### src/rtl/abz_pkg.sv
// Shared definitions for the ABZ quadrature generator: FSM state encoding and
// the position-to-AB phase mapping used by the output registers.
package abz_pkg;

  typedef enum logic [1:0] {
    ST_IDLE = 2'd0,
    ST_RUN  = 2'd1,
    ST_DONE = 2'd2
  } abz_state_t;

  localparam int ABZ_SYNC_STAGES = 2;

  // Returns {A, B}; forward counting walks AB 00 -> 10 -> 11 -> 01 -> 00.
  function automatic logic [1:0] pos_to_ab(input logic [1:0] pos);
    return {pos[1] ^ pos[0], pos[1]};
  endfunction

endpackage

### src/rtl/abz_gen_if.sv
// Move-command channel of the ABZ generator.
// Valid/ready: the master holds CMD_VALID, TARGET and DIV; a command is taken
// on the rising CLK edge where CMD_VALID and CMD_READY are both high. The slave
// never queues a command offered while CMD_READY is low.
interface abz_gen_if #(
  parameter int BIT_LENGTH = 12,
  parameter int DIV_WIDTH  = 16
);
  logic                  CMD_VALID;
  logic                  CMD_READY;
  logic [BIT_LENGTH-1:0] TARGET;
  logic [DIV_WIDTH-1:0]  DIV;

  modport master (
    output CMD_VALID,
    output TARGET,
    output DIV,
    input  CMD_READY
  );

  modport slave (
    input  CMD_VALID,
    input  TARGET,
    input  DIV,
    output CMD_READY
  );
endinterface

### src/rtl/abz_gen_timer.sv
// Step-period down-counter: load a period, pulse o_tick every period clocks
// while enabled, clear to zero on request.
module abz_gen_timer #(
  parameter int DIV_WIDTH = 16
) (
  input  logic                 clk,
  input  logic                 rst_n,
  input  logic                 i_load,
  input  logic [DIV_WIDTH-1:0] i_period,
  input  logic                 i_en,
  input  logic                 i_clear,
  output logic                 o_tick
);

  logic [DIV_WIDTH-1:0] r_period;
  logic [DIV_WIDTH-1:0] r_cnt;

  // Expiry is the last count of the period, so the edge lands exactly
  // i_period clocks after the load.
  assign o_tick = i_en && (r_cnt == DIV_WIDTH'(1));

  always_ff @(posedge clk or negedge rst_n) begin
    if (!rst_n) begin
      r_period <= '0;
      r_cnt    <= '0;
    end else if (i_clear) begin
      r_cnt <= '0;
    end else if (i_load) begin
      r_period <= i_period;
      r_cnt    <= i_period;
    end else if (o_tick) begin
      r_cnt <= r_period;
    end else if (i_en && (r_cnt != '0)) begin
      r_cnt <= r_cnt - DIV_WIDTH'(1);
    end
  end

endmodule

### src/rtl/abz_gen.sv
// ABZ quadrature encoder emulator: steps an emulated position toward a
// commanded target at a programmable rate and drives registered A/B/Z lines.
module abz_gen
  import abz_pkg::*;
#(
  parameter int BIT_LENGTH = 12,
  parameter int DIV_WIDTH  = 16,
  parameter int Z_POS      = 0
) (
  input  logic                  CLK,
  input  logic                  ARSTN,
  abz_gen_if.slave              cmd,
  input  logic                  ABORT_H,
  input  logic                  EN_INIT_IN,
  input  logic [BIT_LENGTH-1:0] INIT_COUNT,
  output logic                  A_OUT,
  output logic                  B_OUT,
  output logic                  Z_OUT,
  output logic [BIT_LENGTH-1:0] POS_OUT,
  output logic                  DONE_OUT,
  output abz_state_t            STATE_OUT
);

  localparam logic [BIT_LENGTH-1:0] LP_Z = BIT_LENGTH'(Z_POS);

  logic [ABZ_SYNC_STAGES-1:0] r_sync;
  logic                       w_rst_n;

  abz_state_t            r_state;
  logic                  r_ready;
  logic                  r_done;
  logic [BIT_LENGTH-1:0] r_pos;
  logic [BIT_LENGTH-1:0] r_target;
  logic                  r_rev;
  logic                  r_a;
  logic                  r_b;
  logic                  r_z;

  logic                  w_tick;
  logic                  w_accept;
  logic                  w_start;
  logic                  w_step;
  logic                  w_arrive;
  logic                  w_preset;
  logic                  w_timer_clear;
  logic                  w_timer_en;
  logic [BIT_LENGTH-1:0] w_diff;
  logic [BIT_LENGTH-1:0] w_pos_step;
  logic [BIT_LENGTH-1:0] w_pos_nxt;
  logic [DIV_WIDTH-1:0]  w_period;

  // Reset asserts immediately and releases two CLK edges after ARSTN rises.
  always_ff @(posedge CLK or negedge ARSTN) begin
    if (!ARSTN) begin
      r_sync <= '0;
    end else begin
      r_sync <= {r_sync[ABZ_SYNC_STAGES-2:0], 1'b1};
    end
  end

  assign w_rst_n = r_sync[ABZ_SYNC_STAGES-1];

  always_comb begin
    w_diff        = cmd.TARGET - r_pos;
    w_period      = (cmd.DIV == '0) ? DIV_WIDTH'(1) : cmd.DIV;
    w_accept      = (r_state == ST_IDLE) && cmd.CMD_VALID;
    w_start       = w_accept && (w_diff != '0);
    w_preset      = (r_state == ST_IDLE) && !cmd.CMD_VALID && EN_INIT_IN;
    w_timer_en    = (r_state == ST_RUN);
    // An abort in the same cycle as a timer tick swallows that edge.
    w_step        = (r_state == ST_RUN) && !ABORT_H && w_tick;
    w_pos_step    = r_rev ? (r_pos - BIT_LENGTH'(1)) : (r_pos + BIT_LENGTH'(1));
    w_arrive      = w_step && (w_pos_step == r_target);
    w_timer_clear = (r_state == ST_RUN) && (ABORT_H || w_arrive);
    w_pos_nxt     = r_pos;
    if (w_step) begin
      w_pos_nxt = w_pos_step;
    end else if (w_preset) begin
      w_pos_nxt = INIT_COUNT;
    end
  end

  abz_gen_timer #(
    .DIV_WIDTH (DIV_WIDTH)
  ) u_timer (
    .clk      (CLK),
    .rst_n    (w_rst_n),
    .i_load   (w_start),
    .i_period (w_period),
    .i_en     (w_timer_en),
    .i_clear  (w_timer_clear),
    .o_tick   (w_tick)
  );

  always_ff @(posedge CLK or negedge w_rst_n) begin
    if (!w_rst_n) begin
      r_state  <= ST_IDLE;
      r_ready  <= 1'b1;
      r_done   <= 1'b0;
      r_pos    <= '0;
      r_target <= '0;
      r_rev    <= 1'b0;
      r_a      <= 1'b0;
      r_b      <= 1'b0;
      r_z      <= (LP_Z == '0);
    end else begin
      // Line outputs are derived from the next position so they change
      // in the same cycle as POS_OUT.
      r_pos        <= w_pos_nxt;
      {r_a, r_b}   <= pos_to_ab(w_pos_nxt[1:0]);
      r_z          <= (w_pos_nxt == LP_Z);
      r_done       <= 1'b0;
      case (r_state)
        ST_IDLE: begin
          if (w_accept) begin
            r_target <= cmd.TARGET;
            // Half-range distance has MSB set and therefore runs reverse.
            r_rev    <= w_diff[BIT_LENGTH-1];
            r_ready  <= 1'b0;
            if (w_start) begin
              r_state <= ST_RUN;
            end else begin
              r_state <= ST_DONE;
              r_done  <= 1'b1;
            end
          end
        end
        ST_RUN: begin
          if (ABORT_H) begin
            r_state <= ST_IDLE;
            r_ready <= 1'b1;
          end else if (w_arrive) begin
            r_state <= ST_DONE;
            r_done  <= 1'b1;
          end
        end
        ST_DONE: begin
          r_state <= ST_IDLE;
          r_ready <= 1'b1;
        end
        default: begin
          r_state <= ST_IDLE;
          r_ready <= 1'b1;
        end
      endcase
    end
  end

  assign cmd.CMD_READY = r_ready;
  assign A_OUT         = r_a;
  assign B_OUT         = r_b;
  assign Z_OUT         = r_z;
  assign POS_OUT       = r_pos;
  assign DONE_OUT      = r_done;
  assign STATE_OUT     = r_state;

endmodule

### src/flat_wrapper.sv
// flat-port wrapper written by rule: the top's interface ports become plain ports
module abz_gen_flat import abz_pkg::*;
#(
  parameter int BIT_LENGTH = 12,
  parameter int DIV_WIDTH  = 16,
  parameter int Z_POS      = 0
)
  (CLK, ARSTN, ABORT_H, EN_INIT_IN, INIT_COUNT, A_OUT, B_OUT, Z_OUT, POS_OUT, DONE_OUT, STATE_OUT, cmd_CMD_VALID, cmd_TARGET, cmd_DIV, cmd_CMD_READY);
  abz_gen_if #(.BIT_LENGTH(BIT_LENGTH), .DIV_WIDTH(DIV_WIDTH)) cmd_i ();
  input  logic CLK;
  input  logic ARSTN;
  input  logic ABORT_H;
  input  logic EN_INIT_IN;
  input  logic [BIT_LENGTH-1:0] INIT_COUNT;
  output logic A_OUT;
  output logic B_OUT;
  output logic Z_OUT;
  output logic [BIT_LENGTH-1:0] POS_OUT;
  output logic DONE_OUT;
  output abz_state_t STATE_OUT;
  input wire logic [$bits(cmd_i.CMD_VALID)-1:0] cmd_CMD_VALID;
  input wire logic [$bits(cmd_i.TARGET)-1:0] cmd_TARGET;
  input wire logic [$bits(cmd_i.DIV)-1:0] cmd_DIV;
  output wire logic [$bits(cmd_i.CMD_READY)-1:0] cmd_CMD_READY;
  assign cmd_i.CMD_VALID = cmd_CMD_VALID;
  assign cmd_i.TARGET = cmd_TARGET;
  assign cmd_i.DIV = cmd_DIV;
  assign cmd_CMD_READY = cmd_i.CMD_READY;
  abz_gen #(.BIT_LENGTH(BIT_LENGTH), .DIV_WIDTH(DIV_WIDTH), .Z_POS(Z_POS)) u_core (.CLK(CLK), .ARSTN(ARSTN), .cmd(cmd_i), .ABORT_H(ABORT_H), .EN_INIT_IN(EN_INIT_IN), .INIT_COUNT(INIT_COUNT), .A_OUT(A_OUT), .B_OUT(B_OUT), .Z_OUT(Z_OUT), .POS_OUT(POS_OUT), .DONE_OUT(DONE_OUT), .STATE_OUT(STATE_OUT));
endmodule
### config.mk
export PLATFORM = sky130hd
export DESIGN_NAME = abz_gen_flat
export DESIGN_NICKNAME = d
export VERILOG_FILES = /design/src/rtl/abz_pkg.sv /design/src/rtl/abz_gen_if.sv /design/src/rtl/abz_gen_timer.sv /design/src/rtl/abz_gen.sv /design/src/flat_wrapper.sv
export SDC_FILE = /design/constraint.sdc
export NUM_CORES = 1
export LEC_CHECK = 0
export BUFFER_PORTS_ARGS = -buffer_cell sky130_fd_sc_hd__buf_4
export CORE_MARGIN = 2
export CORE_UTILIZATION = 50
export CTS_CLUSTER_SIZE = 40
export DETAILED_ROUTE_END_ITERATION = 6
export PLACE_DENSITY = 0.7
export REMOVE_ABC_BUFFERS = 1
export SYNTH_ARGS = -nofsm -noshare
export SYNTH_HDL_FRONTEND = slang
export SYNTH_SLANG_ARGS = --single-unit
### constraint.sdc
create_clock -name CLK -period 4.1 [get_ports CLK]
set_input_delay 0.205 -clock CLK [delete_from_list [all_inputs] [get_ports CLK]]
set_output_delay 0.205 -clock CLK [all_outputs]
set_load 0.05 [all_outputs]
**Yosys cells after proc, flatten, opt, wreduce, memory -nomap -nowiden**

Cells that the tools add are included.
Widths: inputs -> output; s select.

- Register bits: 66
- Input bits: 45
- Output and inout bits: 19
- Word-level logic and storage cells: 68

- $add $sub $neg: 4
- Eq/ne operators: 6
- Mux-type cells: 21
- Bitwise operators: 2
- Reduce and logical (&&, ||, !) cells: 23

Operators with widths:

| kind | count |
|---|---|
| $mux 16 | 5 |
| $mux 12 | 3 |
| $eq 16x1->1 const B | 1 |
| $logic_not 16->1 | 1 |
| $reduce_bool 16->1 | 1 |
| $sub 16x1->16 const B | 1 |
| $add 12x1->12 const B | 1 |
| $eq 12x12->1 | 1 |
| $logic_not 12->1 | 1 |
| $reduce_bool 12->1 | 1 |
| $sub 12x1->12 const B | 1 |
| $sub 12x12->12 | 1 |
| $logic_and 1x1->1 | 10 |
| $mux 2 | 4 |
| $reduce_and 2->1 | 4 |
| $mux 1 | 6 |
| $pmux 1 s2 | 2 |
| $pmux 2 s2 | 1 |
| $reduce_bool 4->1 | 1 |
| $ne 3x2->1 const B | 1 |
| $eq 2x1->1 const B | 1 |
| $logic_not 1->1 | 2 |
| $logic_not 2->1 | 1 |
| $ne 2x1->1 const B | 1 |
| 4 further kinds | 4 |

**Logic depth before layout (Yosys ltp)**

- Depth in word-level cells: 8
- Mapped depth: 14

**By module**

A second synthesis with hierarchy kept.

- Cells, all modules: 519
- Area, all modules: 4590.7 um2

Modules (own cells, without submodules):

| module | times used | cells each | area an instance (um2) | seq. area each (um2) |
|---|---|---|---|---|
| abz_gen | 1 | 309 | 2740.1 | 828.3 |
| abz_gen_timer | 1 | 210 | 1850.5 | 800.8 |

**Worst setup path after synthesis**

OpenSTA, ideal clock, no wires.

- Kind: register -> register
- Start point: register u_core.r_pos[0], in the netlist u_core.POS_OUT[0]
- End point: register u_core.u_timer.r_period[12]
- Setup time: 0.128 ns
- Arrival: 3.501 ns
- Setup slack: 0.472 ns
- Stages on the path, launching flop included: 12
- Path buffers: 1
- Clock period less this slack: 3.628 ns
- Cell sequence: dfrtp_1 ha_1 inv_1 fa_1 xor2_1 nor4b_1 inv_1 a211o_1 or4_1 o31ai_4 buf_2 mux2_1

- Longest elaborated chain between the ends: 8
- Elaborated cells between the ends (all ways): 12
- Classes of those cells: add/sub: 3; eq/ne: 1; mux: 1; bitwise: 1; reduce/logical: 6

RTL lines:

| element | RTL line | source |
|---|---|---|
| start: declaration | abz_gen.sv:32 | `logic [BIT_LENGTH-1:0] r_pos;` |
| start signal: assignment | abz_gen.sv:109 | `r_pos <= w_pos_nxt;` |
| $add 12x1->12 / $sub 12x1->12 (equally long branches) | abz_gen.sv:72 | `w_pos_step = r_rev ? (r_pos - BIT_LENGTH'(1)) : (r_pos + BIT_LENGTH'(1));` |
| $mux 12 | abz_gen.sv:72 |  |
| $eq 12x12->1 | abz_gen.sv:73 | `w_arrive = w_step && (w_pos_step == r_target);` |
| $logic_and 1x1->1 | abz_gen.sv:73 |  |
| $logic_or 1x1->1 | abz_gen.sv:74 | `w_timer_clear = (r_state == ST_RUN) && (ABORT_H \|\| w_arrive);` |
| $logic_and 1x1->1 | abz_gen.sv:74 |  |
| $not 1->1 (no source line) | n/a |  |
| $reduce_and 2->1 (no source line) (*) | n/a |  |
| end signal: assignment | abz_gen_timer.sv:29 | `r_period <= i_period;` |
| end: declaration | abz_gen_timer.sv:15 | `logic [DIV_WIDTH-1:0] r_period;` |

Mark *: on every way between the ends. The rest lies on a longest branch, timed or not.
A chain may end at the register's enable or synchronous reset.

**Final worst setup path**

- Start point: register u_core.r_rev
- End point: register u_core.u_timer.r_cnt[15]

- Longest elaborated chain between the ends: 6
- Elaborated cells between the ends (all ways): 7
- Classes of those cells: eq/ne: 1; mux: 2; reduce/logical: 4

RTL lines:

| element | RTL line | source |
|---|---|---|
| start: declaration | abz_gen.sv:34 | `logic r_rev;` |
| start signal: assignment | abz_gen.sv:118 | `r_rev <= w_diff[BIT_LENGTH-1];` |
| $mux 12 (*) | abz_gen.sv:72 |  |
| $eq 12x12->1 (*) | abz_gen.sv:73 |  |
| $logic_and 1x1->1 (*) | abz_gen.sv:73 |  |
| $logic_or 1x1->1 (*) | abz_gen.sv:74 |  |
| $logic_and 1x1->1 (*) | abz_gen.sv:74 |  |
| $reduce_bool 4->1 (no source line) / $mux 16 (equally long branches) | n/a |  |
| end signal: assignment | abz_gen_timer.sv:30 | `r_cnt <= i_period;` |
| end signal: assignment | abz_gen_timer.sv:32 | `r_cnt <= r_period;` |
| end signal: assignment | abz_gen_timer.sv:34 | `r_cnt <= r_cnt - DIV_WIDTH'(1);` |
| end: declaration | abz_gen_timer.sv:16 | `logic [DIV_WIDTH-1:0] r_cnt;` |

Marked as above.

==> impl_metrics.toml <==
[critical_path]
startpoint_type = "flip-flop"
worst-path-buf-inv = 1
crit_chain = "inv_1 > fa_1 > xor3_1 > o31a_1 > or4b_1 > a311oi_1 > and4b_1 > nand4_1 > nand2_1 > nor4_1"
cp_slowest_cell = "dfrtp_1"
cp-startpoint = "u_core.r_rev"
slowest_delay_ns = 0.65
path_class = "flip-flop to flip-flop"
cp-end-kind = "flip-flop"
cp.required_ns = 4.30
worstReg2RegStart = "u_core.r_rev"
cp_top_family = "simple AND/OR/NAND/NOR gates"
crit_path_max_fanout = 16
cp.arrival_ns = 3.89

[placed_design]
portBuffers = 63
place.gp.congestion = 0.999
dp_slack_ns = 0.459
dp_hpwl_um = 10500

[synthesis]
synth_edf_count = 0
ys.warnings.count = 0
ys_ff_latch = 65
ys.flop_type = "dfrtp_1"
syn_inst = 594
syn_avg_cell_area_um2 = 8.57
netlist_area_um2 = 5090
yosysSeqAreaShare_pct = 32.0
synth_top_area_share_pct = 31.0
ys_async_sr_fraction_pct = 100
synth_top_area_cell = "dfrtp_1"
synth_area_leaders = "dfrtp_1 (31%), ha_1 (5.9%), nand2_1 (4.9%)"
synthDistinctLibCells = 82

[final_layout]
nets = 716
seq_area_um2 = 1630
layout_commonest_cell = "buf_4"
final_cell_mix = "buf_4 (70), nand2_1 (67), dfrtp_1 (62)"
n_fill_cell = 918
final_layout_size_suffix_gt1_share_pct = 16.4
antennaDiodeCount = 0
area_growth_syn_to_layout_pct = 15.7
multi_input_area_um2 = 3210

[hold_path]
hp-class = "input port to flip-flop"
min-delay-start = "cmd_TARGET[5]"

[clocking]
clk-insertion-delay-late_ns = 0.35
numCtsBuffers = 9
ctsHtreeMaxLevel = 3
cts_tree = "yes"
post_cts_buffers = 0
cts_sinks = 65
cts-root-buf = "clkbuf_8"
clk_path_buf_depth = 2
clk_pin_slew_ns = 0.08

[pwr]
swShare_pct = 46.0
combPwrFrac_pct = 60.2
p_seq_share_pct = 24.5
internal-power_mw = 2.16
vdd_ir_drop_max_uv = 281
p_clk_share_pct = 15.3
netSwitchingPower_mw = 1.84
power_density_nw_per_um2 = 679
leakagePower_nw = 2.68

[floorplan]
fp-row-count = 36
io_pins = 64
chipWidth_um = 105
die_area_um2 = 11000
start_util_pct = 51.8
die_h_um = 105
coreArea_um2 = 9820

[sta]
setup_tns_ns = 0
layout_worst_path_cycle_share_pct = 90.1
setup_slack_ns = 0.405
hold_ws_ns = 0.0675
slew_headroom_pct = 32.2
clock.fmax_mhz = 271
hold_viol = 0
fin_skew_ns = 0.0142
fin_crit_ns = 3.69
drv_slew = 0
tightest_slew_ns = 1.02
rsz0062_at_grt = "no"
finalSetupViolCount = 0

[grt]
grtUsageTotal_pct = 26.3
grt_pass1_vias = 4480
grt_overflow = 0
grt_max_degree = 45
grt_pass1_wl_um = 22800
antenna_found_initial = 0

[detailed_routing]
viasPerCell = 5.85
via_count = 4571
antenna_left = 0
wirelength_um = 13800
drt-initial-drc-count = 216
drc_errors = 0
firstDrtPassIters = 5
wire_per_inst_um = 17.6

[flow_run]
drv_cap = 0

[run_status]
status = "finished clean"
[stage by stage]
stage               std cells  total power [mW]  util (%)  instance area, um2
CTS                       781              3.99      60.0                5890
floorplan                 562              2.74         -                4940
finish                    781              4.00      60.0                5890
global route              781              4.31      60.0                5890
global placement          766              3.34      57.7                5660
detailed placement        766              3.36      57.7                5660
[sequential cells by signal, summed over array words and instances, names as in the netlist]
register                 count
u_core.u_timer.r_cnt        16
u_core.u_timer.r_period     16
u_core.POS_OUT              12
u_core.r_target             12
u_core.STATE_OUT             2
u_core.r_sync                2
u_core.A_OUT                 1
u_core.DONE_OUT              1
u_core.Z_OUT                 1
u_core.cmd.CMD_READY         1
u_core.r_rev                 1
[final timing paths]
kind	end	slack (ns)	depth (start not counted)
min reg2reg	u_core.r_sync[1]	0.36	0
max in group asynchronous	u_core.r_target[0]	2.83	1
max reg2reg	u_core.u_timer.r_cnt[15]	0.41	10
max	u_core.u_timer.r_cnt[15]	0.41	10
min in group asynchronous	u_core.r_sync[1]	0.18	2
min	u_core.r_target[5]	0.07	3
[synthesized netlist by cell type, drive strengths merged (5+ instances only)]
| master | instances |
|---|---|
| a211oi | 22 |
| a21o | 8 |
| a21oi | 43 |
| and3 | 5 |
| buf | 10 |
| clkbuf | 21 |
| dfrtp | 63 |
| ha | 24 |
| inv | 30 |
| mux2 | 15 |
| mux2i | 8 |
| nand2 | 67 |
| nand2b | 5 |
| nand3 | 10 |
| nand4 | 7 |
| nor2 | 56 |
| nor2b | 10 |
| nor3 | 14 |
| nor3b | 5 |
| nor4 | 18 |
| nor4b | 5 |
| o21a | 5 |
| o21ai | 27 |
| or4 | 6 |
| xnor2 | 16 |
| xor2 | 16 |
[final cells by class]
type	count	area share [%]
clock buffers	11	2.57
well taps	133	2.82
clock inverters	3	1.10
flip-flops and latches	65	27.7
repair buffers	72	9.43
multi-input cells	467	54.5
inverters	30	1.91
[tightest hold or removal path, delay by kind of cell]
kind / cells / cell delay (ns)
buffers and inverters: 1 / 0.09
AND/OR/NAND/NOR: 2 / 0.09
[power by group through the flow]
stage          clock [mW]  combinational (mW)  sequential [mW]
6_report            0.613                2.41            0.979
5_1_grt             0.654                2.65             1.00
4_1_cts             0.628                2.38            0.977
3_5_place_dp            0                2.37            0.987
3_3_place_gp            0                2.36            0.980
2_1_floorplan           0                1.65             1.09
[cell families (layout without fill, tap and decap cells)]
kind of cell	Yosys count	in the layout	share of synthesized area (%)
fa+ha+maj	26	26	6.69
xor+xnor	37	37	7.74
flops	65	65	32.0
simple gates	229	229	23.5
compound gates	151	151	20.0
other cells	1	1	0.0737
buf+inv	62	116	5.11
mux	23	23	4.89
[routing by layer]
| metal | vias to the layer above | GRT usage, % | routed length (um) |
|---|---|---|---|
| li1 | 2252 | - | - |
| met2 | 121 | 44.7 | 6830 |
| met3 | 23 | 4.18 | 622 |
| met1 | 2175 | 34.3 | 6010 |
| met5 | - | 0 | 0 |
| met4 | 0 | 8.67 | 306 |
[repair_timing]
| action | 4_1_cts | 5_1_grt |
|---|---|---|
| hold buffers | 1 | 0 |
| endpoints found under the hold margin | 2 | 0 |
| gates resized for setup | 0 | 0 |
No activity file was read; power rests on OpenSTA's default activity.
